**config.mk**
```make
export PLATFORM = sky130hd
export DESIGN_NAME = pipe_hazard_ctrl
export DESIGN_NICKNAME = d
export VERILOG_FILES = /design/src/rtl/pipe_hazard_ctrl_pkg.sv /design/src/rtl/pipe_hazard_ctrl_hazard_detect.sv /design/src/rtl/pipe_hazard_ctrl.sv
export SDC_FILE = /design/constraint.sdc
export NUM_CORES = 1
export LEC_CHECK = 0
export ABC_AREA = 1
export CORE_ASPECT_RATIO = 0.6
export CORE_UTILIZATION = 54
export CTS_BUF_LIST = sky130_fd_sc_hd__clkbuf_4 sky130_fd_sc_hd__clkbuf_8
export CTS_CLUSTER_DIAMETER = 100
export DETAILED_ROUTE_END_ITERATION = 12
export PLACE_DENSITY_LB_ADDON = 0.12
export SLEW_MARGIN = 5
export SYNTH_ARGS = -nofsm -noshare
export SYNTH_HDL_FRONTEND = slang
export SYNTH_HIERARCHICAL = 1
export SYNTH_SLANG_ARGS = --single-unit
```
**constraint.sdc**
```tcl
create_clock -name i_clock -period 2.9 [get_ports i_clock]
set_input_delay 0.435 -clock i_clock [delete_from_list [all_inputs] [get_ports i_clock]]
set_output_delay 0.435 -clock i_clock [all_outputs]
set_load 0.02 [all_outputs]
```
**src/rtl/pipe_hazard_ctrl_pkg.sv**
```systemverilog
// rtl/pipe_hazard_ctrl_pkg.sv - ISA decode constants, field helpers and FSM encoding for the hazard controller
package pipe_hazard_ctrl_pkg;

  localparam logic [4:0] OP_RTYPE = 5'b00000;
  localparam logic [4:0] OP_LW    = 5'b01000;
  localparam logic [4:0] OP_SW    = 5'b00111;
  localparam logic [4:0] OP_BNE   = 5'b00010;
  localparam logic [4:0] OP_BLT   = 5'b00110;
  localparam logic [4:0] OP_JR    = 5'b00100;
  localparam logic [4:0] OP_BEX   = 5'b10110;

  localparam logic [4:0] ALU_MULT = 5'b00110;
  localparam logic [4:0] ALU_DIV  = 5'b00111;

  localparam int OPC_MSB = 31;
  localparam int OPC_LSB = 27;
  localparam int RD_MSB  = 26;
  localparam int RD_LSB  = 22;
  localparam int RS_MSB  = 21;
  localparam int RS_LSB  = 17;
  localparam int RT_MSB  = 16;
  localparam int RT_LSB  = 12;
  localparam int ALU_MSB = 6;
  localparam int ALU_LSB = 2;

  typedef enum logic {
    ST_RUN     = 1'b0,
    ST_MD_WAIT = 1'b1
  } state_t;

  function automatic logic [4:0] f_opcode(input logic [31:0] ir);
    return ir[OPC_MSB:OPC_LSB];
  endfunction

  function automatic logic [4:0] f_rd(input logic [31:0] ir);
    return ir[RD_MSB:RD_LSB];
  endfunction

  function automatic logic [4:0] f_rs(input logic [31:0] ir);
    return ir[RS_MSB:RS_LSB];
  endfunction

  function automatic logic [4:0] f_rt(input logic [31:0] ir);
    return ir[RT_MSB:RT_LSB];
  endfunction

  function automatic logic [4:0] f_aluop(input logic [31:0] ir);
    return ir[ALU_MSB:ALU_LSB];
  endfunction

endpackage

```
**src/rtl/pipe_hazard_ctrl_hazard_detect.sv**
```systemverilog
// rtl/pipe_hazard_ctrl_hazard_detect.sv - combinational load-use hazard compare between D and X instructions
module hazard_detect
  import pipe_hazard_ctrl_pkg::*;
(
  input  logic [31:0] i_ir_fd,
  input  logic [31:0] i_ir_dx,
  output logic        o_load_use
);

  logic [4:0] w_dx_rd;
  logic [4:0] w_fd_op;
  logic       w_dx_is_lw;
  logic       w_fd_reads_rt;
  logic       w_unused;

  assign w_dx_rd    = f_rd(i_ir_dx);
  assign w_fd_op    = f_opcode(i_ir_fd);
  assign w_dx_is_lw = (f_opcode(i_ir_dx) == OP_LW);

  // Only these formats carry a real source register in the rt field; others hold immediate bits there.
  assign w_fd_reads_rt = (w_fd_op == OP_RTYPE) || (w_fd_op == OP_SW) ||
                         (w_fd_op == OP_BNE)   || (w_fd_op == OP_BLT);

  assign o_load_use = w_dx_is_lw && (w_dx_rd != 5'd0) &&
                      ((w_dx_rd == f_rs(i_ir_fd)) ||
                       (w_fd_reads_rt && (w_dx_rd == f_rt(i_ir_fd))));

  assign w_unused = ^{i_ir_dx[21:0], i_ir_fd[26:22], i_ir_fd[11:0]};

endmodule

```
**src/rtl/pipe_hazard_ctrl.sv**
```systemverilog
// rtl/pipe_hazard_ctrl.sv - stall/flush sequencer with mult/div wait FSM, watchdog and performance counters
module pipe_hazard_ctrl
  import pipe_hazard_ctrl_pkg::*;
#(
  parameter int MD_TIMEOUT = 64,
  parameter int CNTW       = 32
) (
  input  logic            i_clock,
  input  logic            i_reset_n,
  input  logic [31:0]     i_ir_fd,
  input  logic [31:0]     i_ir_dx,
  input  logic            i_branch_taken,
  input  logic            i_md_ready,
  input  logic            i_md_exception,
  output logic            o_pc_we,
  output logic            o_fd_we,
  output logic            o_fd_flush,
  output logic            o_dx_we,
  output logic            o_dx_bubble,
  output logic            o_xm_bubble,
  output logic            o_md_start_mult,
  output logic            o_md_start_div,
  output logic            o_md_sel,
  output logic            o_md_timeout,
  output logic [CNTW-1:0] o_stall_cnt,
  output logic [CNTW-1:0] o_flush_cnt
);

  localparam int             WDW     = $clog2(MD_TIMEOUT) + 1;
  localparam logic [WDW-1:0] WD_LAST = WDW'(MD_TIMEOUT - 1);

  state_t          r_state;
  state_t          w_next;
  logic [WDW-1:0]  r_wd;
  logic            r_md_timeout;
  logic [CNTW-1:0] r_stall_cnt;
  logic [CNTW-1:0] r_flush_cnt;

  logic w_load_use;
  logic w_is_md;
  logic w_is_div;
  logic w_pc_we, w_fd_we, w_fd_flush, w_dx_we, w_dx_bubble, w_xm_bubble;
  logic w_start_mult, w_start_div, w_md_sel, w_force, w_flush_evt;
  logic w_unused;

  hazard_detect u_hazard_detect (
    .i_ir_fd    (i_ir_fd),
    .i_ir_dx    (i_ir_dx),
    .o_load_use (w_load_use)
  );

  assign w_is_div = (f_aluop(i_ir_dx) == ALU_DIV);
  assign w_is_md  = (f_opcode(i_ir_dx) == OP_RTYPE) &&
                    ((f_aluop(i_ir_dx) == ALU_MULT) || w_is_div);

  always_comb begin
    w_next       = r_state;
    w_pc_we      = 1'b1;
    w_fd_we      = 1'b1;
    w_dx_we      = 1'b1;
    w_fd_flush   = 1'b0;
    w_dx_bubble  = 1'b0;
    w_xm_bubble  = 1'b0;
    w_start_mult = 1'b0;
    w_start_div  = 1'b0;
    w_md_sel     = 1'b0;
    w_force      = 1'b0;
    w_flush_evt  = 1'b0;
    case (r_state)
      ST_RUN: begin
        if (w_is_md) begin
          w_pc_we      = 1'b0;
          w_fd_we      = 1'b0;
          w_dx_we      = 1'b0;
          w_xm_bubble  = 1'b1;
          w_start_mult = !w_is_div;
          w_start_div  = w_is_div;
          w_next       = ST_MD_WAIT;
        end else if (i_branch_taken) begin
          w_fd_flush  = 1'b1;
          w_dx_bubble = 1'b1;
          w_flush_evt = 1'b1;
        end else if (w_load_use) begin
          w_pc_we     = 1'b0;
          w_fd_we     = 1'b0;
          w_dx_bubble = 1'b1;
        end
      end
      ST_MD_WAIT: begin
        // Release retires the op into X/M and bubbles D/X so the mult/div is not reissued.
        if (i_md_ready || (r_wd == WD_LAST)) begin
          w_md_sel    = 1'b1;
          w_dx_bubble = 1'b1;
          w_force     = !i_md_ready;
          w_next      = ST_RUN;
        end else begin
          w_pc_we     = 1'b0;
          w_fd_we     = 1'b0;
          w_dx_we     = 1'b0;
          w_xm_bubble = 1'b1;
        end
      end
      default: w_next = ST_RUN;
    endcase
  end

  always_ff @(posedge i_clock or negedge i_reset_n) begin
    if (!i_reset_n) begin
      r_state      <= ST_RUN;
      r_wd         <= '0;
      r_md_timeout <= 1'b0;
      r_stall_cnt  <= '0;
      r_flush_cnt  <= '0;
    end else begin
      r_state      <= w_next;
      r_md_timeout <= r_md_timeout | w_force;
      // Watchdog holds cycles elapsed since the start pulse.
      if (w_start_mult || w_start_div) begin
        r_wd <= WDW'(1);
      end else if (r_state == ST_MD_WAIT) begin
        r_wd <= r_wd + WDW'(1);
      end
      if (!w_pc_we) begin
        r_stall_cnt <= r_stall_cnt + CNTW'(1);
      end
      if (w_flush_evt) begin
        r_flush_cnt <= r_flush_cnt + CNTW'(1);
      end
    end
  end

  assign o_pc_we         = i_reset_n & w_pc_we;
  assign o_fd_we         = i_reset_n & w_fd_we;
  assign o_fd_flush      = i_reset_n & w_fd_flush;
  assign o_dx_we         = i_reset_n & w_dx_we;
  assign o_dx_bubble     = i_reset_n & w_dx_bubble;
  assign o_xm_bubble     = i_reset_n & w_xm_bubble;
  assign o_md_start_mult = i_reset_n & w_start_mult;
  assign o_md_start_div  = i_reset_n & w_start_div;
  assign o_md_sel        = i_reset_n & w_md_sel;
  assign o_md_timeout    = r_md_timeout;
  assign o_stall_cnt     = r_stall_cnt;
  assign o_flush_cnt     = r_flush_cnt;

  // The exception flag is routed to X/M outside this block; md_sel selects it there.
  assign w_unused = ^{i_md_exception, i_ir_dx[26:7], i_ir_dx[1:0]};

endmodule

```
==> results of run 1 <==
==> through the flow <==
step | total power (uW) | worst slack (ns)
floorplan | 1820 | 0.619
global placement | 2130 | 0.0541
finish | 3010 | 0.224
detailed placement | 2160 | 0.00721
CTS | 3040 | 0.00213
global route | 3180 | 0.0985
==> power groups by stage <==
stage	clock [uW]	combinational, uW	sequential [uW]
final	863	839	1310
after global routing	924	930	1330
after CTS	891	842	1300
after detailed placement	0	836	1320
after global placement	0	810	1320
after floorplan	0	431	1390
==> area by class of cell <==
cell class	instances	area [sq um]
Tap cell	130	163
Multi-Input combinational cell	633	2880
Timing Repair Buffer	112	1110
Clock inverter	5	62.6
Fill cell	804	2690
Sequential cell	73	1830
Clock buffer	11	151
Inverter	82	313
==> layer usage <==
metal	vias to the layer above	global-route usage [%]	share of wire (%)
met3	19	6.34	10
met1	2436	45.9	48
met2	246	43.5	41
met5	-	0	0
met4	0	7.53	0.97
li1	2652	-	-
==> registers in the layout, indices dropped and copies added, names as in the netlist <==
signal / flops
o_md_timeout: 1
o_stall_cnt: 32
o_flush_cnt: 32
r_wd: 7
r_state: 1
==> what timing repair did <==
action / 4_1_cts / 5_1_grt
endpoints found under the setup margin: 2 / 2
hold buffers: 0 / 0
resized for setup: 1 / 2
endpoints found under the hold margin: 0 / 0
==> how the worst max path moves through the flow <==
stage / from / endpoint / slack [ns] / depth (start not counted)
6_report: i_ir_dx[28] / o_xm_bubble / 0.22 / 9
5_1_grt: i_ir_dx[3] / o_md_start_div / 0.1 / 8
4_1_cts: i_ir_dx[23] / o_fd_we / 0.002 / 15
3_5_place_dp: i_ir_dx[23] / o_pc_we / 0.007 / 15
3_3_place_gp: i_ir_dx[26] / o_pc_we / 0.05 / 15
2_1_floorplan: i_ir_dx[26] / o_pc_we / 0.62 / 15
==> worst register-to-register path, stage by stage, from the launching register on <==
cell,delay [ns]
dfrtp_1,0.44
ha_1,0.26
nand2_1,0.07
nor2_1,0.23
nand2_1,0.11
nor2_1,0.32
nand2_1,0.12
nand2_1,0.08
nand2_1,0.05
nand2_1,0.05
nand2_1,0.05
==> cell usage in the layout (no fill, tap or decap), types with 2 or more instances in the layout <==
cell,Yosys,final
nor2_1,106,106
ha_1,3,3
clkbuf_8,0,11
dlymetal6s2s_1,0,2
nor2_2,7,7
o21ai_0,12,12
clkinvlp_4,0,2
xor2_1,18,18
nand2_1,381,381
nor3_1,7,7
nor2_4,8,8
nand2_4,5,5
clkdlybuf4s50_1,0,103
inv_2,5,5
nand4_1,6,6
nand3b_1,10,10
nand3_1,39,39
nand2_2,8,8
nand3_4,3,3
xnor2_1,11,11
inv_6,1,2
o21ai_1,3,3
dfrtp_1,73,73
inv_1,76,76
buf_4,3,6
==> kinds of logic (layout without fill, tap and decap cells) <==
| kind of cell | count (synthesis) | count (layout) | share of synthesized area (%) |
|---|---|---|---|
| AND/OR/NAND/NOR | 583 | 583 | 48.6 |
| buffers and inverters | 94 | 210 | 8.16 |
| flip-flops | 73 | 73 | 35.7 |
| XOR/XNOR | 29 | 29 | 4.96 |
| AO/OA/AOI/OAI | 18 | 18 | 1.88 |
| adder cells (fa/ha/maj) | 3 | 3 | 0.733 |
==> results.ini, run 1 <==
[outcome]
status = finished clean

[floorplan]
core_sq_um = 9190
die_x_um = 128
die_area_sq_um = 9890
die_height_um = 77.4
pin_count = 143
num_rows = 27
initial_core_util_pct = 55.7

[drt]
wire_per_inst_um = 13.4
drc = 0
drt_first_iter_violations = 452
num_vias = 5353
viasPerCell = 5.12
drt-total-wl_um = 14000
drtAntennaViolNets = 0
first_pass_iters = 5

[worst_hold_path]
hold_path_class = primary input to async pin

[place]
dp.cells = 1030
hpwlAfterDp_um = 10500
postPlaceCellArea_sq_um = 6280
gp_congestion = 0.929
portBuffers = 107

[critical_path]
crit_required_ns = 2.47
path_cells = clkdlybuf4s50_1 > nor2_2 > nand2_1 > nor2_4 > nand2_4 > nand2_1 > nand2_1 > nor2_1 > clkdlybuf4s50_1
cp-end-kind = primary output
cp_max_fo = 4
cpPeakStageDelay_ns = 0.61
cp_common_cell = nand2_1
worstSetupPathType = primary input to primary output
r2r_cells = 10
worstReg2RegEnd = o_flush_cnt[30]$_DFFE_PN0P_
r2r_slack_ns = 1.01
cp_top_family = buffers and inverters
crit_slowest_cell = clkdlybuf4s50_1
arrival_ns = 2.24
worstReg2RegStart = o_flush_cnt[1]$_DFFE_PN0P_
start_kind = primary input
crit_buf_inv = 2

[power_and_ir_drop]
leakagePower_uw = 0.00305
switchingPower_uw = 1060
combPwrFrac_pct = 27.8
powerDensity_nw_per_um2 = 463
vdd_ir_drop_max_mv = 0.285
p_seq_share_pct = 43.5
p_int_uw = 1950
switching_share_pct = 35.3
clockPowerShare_pct = 28.7

[finish]
fin_cells = 1046
synthToLayoutAreaGrowth_pct = 27.0
fin_area_sq_um = 6500
drive_gt1_share_pct = 6.77
antenna_cells = 0
nets = 983
fin_util_pct = 70.8

[clocking]
clk_latency_ns = 0.36
cts_root_buf = clkbuf_8
postCtsSetupBuffers = 0
cts_buffers = 9
clock_path_buffers = 2
htreeDepth = 3
cts.sinks = 73
clk_pin_slew_worst_paths_ns = 0.08
cts_tree = built

[logic_synthesis]
yosysSeqAreaShare_pct = 35.7
syn-instance-count = 800
synth_edf_count = 0
yosysTopAreaCell = dfrtp_1
synth_top_area_share_pct = 35.7
synthArstFlopShare_pct = 100
netlist_area_sq_um = 5120
dominantRegCellSynth = dfrtp_1
synthesis.nets = 872
yosys_warnings = 6
syn_avg_cell_area_sq_um = 6.40
synth_cell_types = 29
synth_area_leaders = dfrtp_1, nand2_1, nor2_1
synth_common_cells = nand2_1, nor2_1, inv_1, dfrtp_1, nand3_1
ys_ff_latch = 73
synth.most_common_cell = nand2_1

[grt]
gr-total-overflow = 0
grt_usage_pct = 30.2
grt_pass1_vias = 4855
antenna_found_initial = 0
grt_pass1_wl_um = 23500
grt_max_degree = 74

[timing]
max_slew_margin_pct = 36.9
timing.final.setup_violations = 0
tightest_slew_ns = 0.946
skew_ns = 0.0106
setup_tns_ns = 0
finalMaxSlewViolations = 0
period_share_pct = 92.3
fin_crit_ns = 2.68
timing.fmax_ghz = 0.374
rsz0062_at_grt = false
fin_worst_hold_slack_ns = 0.317
finalHoldViolCount = 0

[flow_run]
drv_cap = 0

(Power assumes the default switching activity.)
==> run 2: changes to the inputs <==
--- a/config.mk
+++ b/config.mk
@@ -7,7 +7,7 @@
 export LEC_CHECK = 0
 export ABC_AREA = 1
 export CORE_ASPECT_RATIO = 0.6
-export CORE_UTILIZATION = 54
+export CORE_UTILIZATION = 45
 export CTS_BUF_LIST = sky130_fd_sc_hd__clkbuf_4 sky130_fd_sc_hd__clkbuf_8
 export CTS_CLUSTER_DIAMETER = 100
 export DETAILED_ROUTE_END_ITERATION = 12
@@ -17,3 +17,4 @@
 export SYNTH_HDL_FRONTEND = slang
 export SYNTH_HIERARCHICAL = 1
 export SYNTH_SLANG_ARGS = --single-unit
+export TNS_END_PERCENT = 50
==> run 2 against run 1 <==
Sequential share of layout area is 0.092 points lower. Cell count increased by 0.86%. Clock power up 4.5%. Non-clock buffer count is 1 higher. Worst setup slack got worse by 0.0067 ns. Sequential cell count did not move. Clock skew is essentially flat.
==> results.ini, run 2 (synthesis results as in run 1) <==
[clocking]
clk_pin_slew_worst_paths_ns = 0.09
htreeDepth = 3
clock_path_buffers = 2
cts_root_buf = clkbuf_8
clk_latency_ns = 0.37
cts_tree = built
cts_buffers = 9
postCtsSetupBuffers = 0
cts.sinks = 73

[drt]
drt-total-wl_um = 14200
num_vias = 5278
drtAntennaViolNets = 0
wire_per_inst_um = 13.5
drt_first_iter_violations = 428
viasPerCell = 5.00
first_pass_iters = 5
drc = 0

[timing]
rsz0062_at_grt = false
timing.final.setup_violations = 0
timing.fmax_ghz = 0.373
period_share_pct = 92.5
tightest_slew_ns = 0.797
max_slew_margin_pct = 46.9
layout_setup_ws_ns = 0.217
finalHoldViolCount = 0
finalMaxSlewViolations = 0
skew_ns = 0.0109
fin_crit_ns = 2.68

[critical_path]
crit_slowest_cell = clkdlybuf4s50_1
worstReg2RegStart = o_flush_cnt[0]$_DFFE_PN0P_
r2r_cells = 10
arrival_ns = 2.25
start_kind = primary input
cp-end-kind = primary output
path_cells = clkdlybuf4s50_1 > inv_1 > nand2_2 > nand2_1 > inv_1 > nand2_1 > nor2_2 > nand2_1 > a21oi_2 > nand2_1 > nand3_4 > nand2_4 > inv_6 > nor2_1 > dlygate4sd2_1
worstSetupPathType = primary input to primary output
r2r_slack_ns = 0.99
cpPeakStageDelay_ns = 0.52
cp_max_fo = 3
cp_common_cell = nand2_1
crit_required_ns = 2.47
worstReg2RegEnd = o_flush_cnt[30]$_DFFE_PN0P_

[grt]
grt_usage_pct = 26.0
gr-total-overflow = 0
grt_max_degree = 64
grt_pass1_vias = 4916
grt_pass1_wl_um = 24200
antenna_found_initial = 0

[place]
portBuffers = 107
pre_cts_slack_ns = -0.0489
hpwlAfterDp_um = 10800
dp.cells = 1039
postPlaceCellArea_sq_um = 6290
gp_congestion = 0.940

[finish]
fin_util_pct = 60.3
nFillCells = 1032
synthToLayoutAreaGrowth_pct = 27.4
fin_area_sq_um = 6520
drive_gt1_share_pct = 6.66
final_common_cell = nand2_1
antenna_cells = 0
most-common-layout-cells = nand2_1, nor2_1, clkdlybuf4s50_1
nets = 984
fin_cells = 1055

[floorplan]
die_height_um = 84.6
die_x_um = 140
die_area_sq_um = 11800
core_sq_um = 10800
initial_core_util_pct = 47.4
num_rows = 29
pin_count = 143

[power_and_ir_drop]
leakagePower_uw = 0.00305
vdd_ir_drop_max_mv = 0.256
powerDensity_nw_per_um2 = 468
fin_total_pwr_uw = 3050

[flow_run]
drv_cap = 0

[worst_hold_path]
hp-start = o_md_timeout$_DFF_PN0_
hold_path_class = flop to flop
whs_endpoint = o_md_timeout$_DFF_PN0_
worst_hold_path.num_cells = 1

[outcome]
status = finished clean

==> run 2: cell count changes in the layout (fill, tap and decap cells not counted) <==
| cell | before | now |
|---|---|---|
| clkinvlp_4 | 2 | 1 |
| dlygate4sd3_1 | 0 | 1 |
| dlymetal6s2s_1 | 2 | 1 |
| clkbuf_8 | 11 | 9 |
| clkinv_4 | 1 | 3 |
| inv_6 | 2 | 1 |
| dlygate4sd2_1 | 1 | 2 |
| bufinv_16 | 1 | 2 |
==> run 2: area by class of cell <==
class / count / area [sq um] / share of cell area (%)
clock buffers: 9 / 124 / 1.90
inverters: 82 / 313 / 4.80
repair buffers: 113 / 1120 / 17.1
clock inverters: 6 / 93.8 / 1.44
well taps: 139 / 174 / 2.67
flip-flops and latches: 73 / 1830 / 28.0
multi-input cells: 633 / 2880 / 44.1
==> run 2: worst max-delay path by stage <==
stage | startpoint | endpoint | slack [ns] | cells after the start
2_1_floorplan | i_ir_dx[26] | o_pc_we | 0.62 | 15
3_3_place_gp | i_ir_dx[22] | o_fd_we | 0.03 | 14
3_5_place_dp | i_ir_dx[26] | o_fd_we | -0.05 | 15
5_1_grt | i_ir_dx[24] | o_pc_we | 0.08 | 13
4_1_cts | i_ir_dx[26] | o_dx_bubble | 0.05 | 12
6_report | i_ir_dx[26] | o_fd_we | 0.22 | 15
==> run 2: timing repair <==
item	CTS	global route
pin swaps	0	0
setup endpoints to repair	2	1
gates resized for setup	2	1
hold buffers	1	0
cloned	0	0
hold endpoints to repair	10	0
==> run 2: through the flow <==
step	setup TNS [ns]	hold slack [ns]
after floorplan	0	0.139
after global placement	0	0.288
after detailed placement	-0.0889	0.291
after CTS	0	0.492
after global routing	0	0.494
final	0	0.492
==> run 2: critical path, delay by kind of cell <==
family,cells,cell delay (ns)
AND/OR/NAND/NOR,9,0.63
AO/OA/AOI/OAI,1,0.14
buffers and inverters,5,1.03
==> run 2: power by group <==
part           total [uW]  internal [uW]  leakage (uW)  switching, uW
combinational         839            356       0.00196            483
sequential           1310           1140      0.000984            169
clock                 902            484      0.000105            418
==> run 2: metal layers <==
layer  global-route usage (%)  part of all wire (%)  vias to the layer above
met5                        0                     0                        -
met4                     4.20                  0.93                        0
met3                     6.67                   8.8                       15
met2                     36.6                    38                      198
met1                     39.9                    52                     2416
li1                         -                     -                     2649
==> run 3: changes to the inputs <==
--- a/config.mk
+++ b/config.mk
@@ -10,6 +10,7 @@
 export CORE_UTILIZATION = 45
 export CTS_BUF_LIST = sky130_fd_sc_hd__clkbuf_4 sky130_fd_sc_hd__clkbuf_8
 export CTS_CLUSTER_DIAMETER = 100
+export CTS_CLUSTER_SIZE = 14
 export DETAILED_ROUTE_END_ITERATION = 12
 export PLACE_DENSITY_LB_ADDON = 0.12
 export SLEW_MARGIN = 5
==> results of run 3 <==
The final DEF is identical to that of run 2; final timing and power are the same.
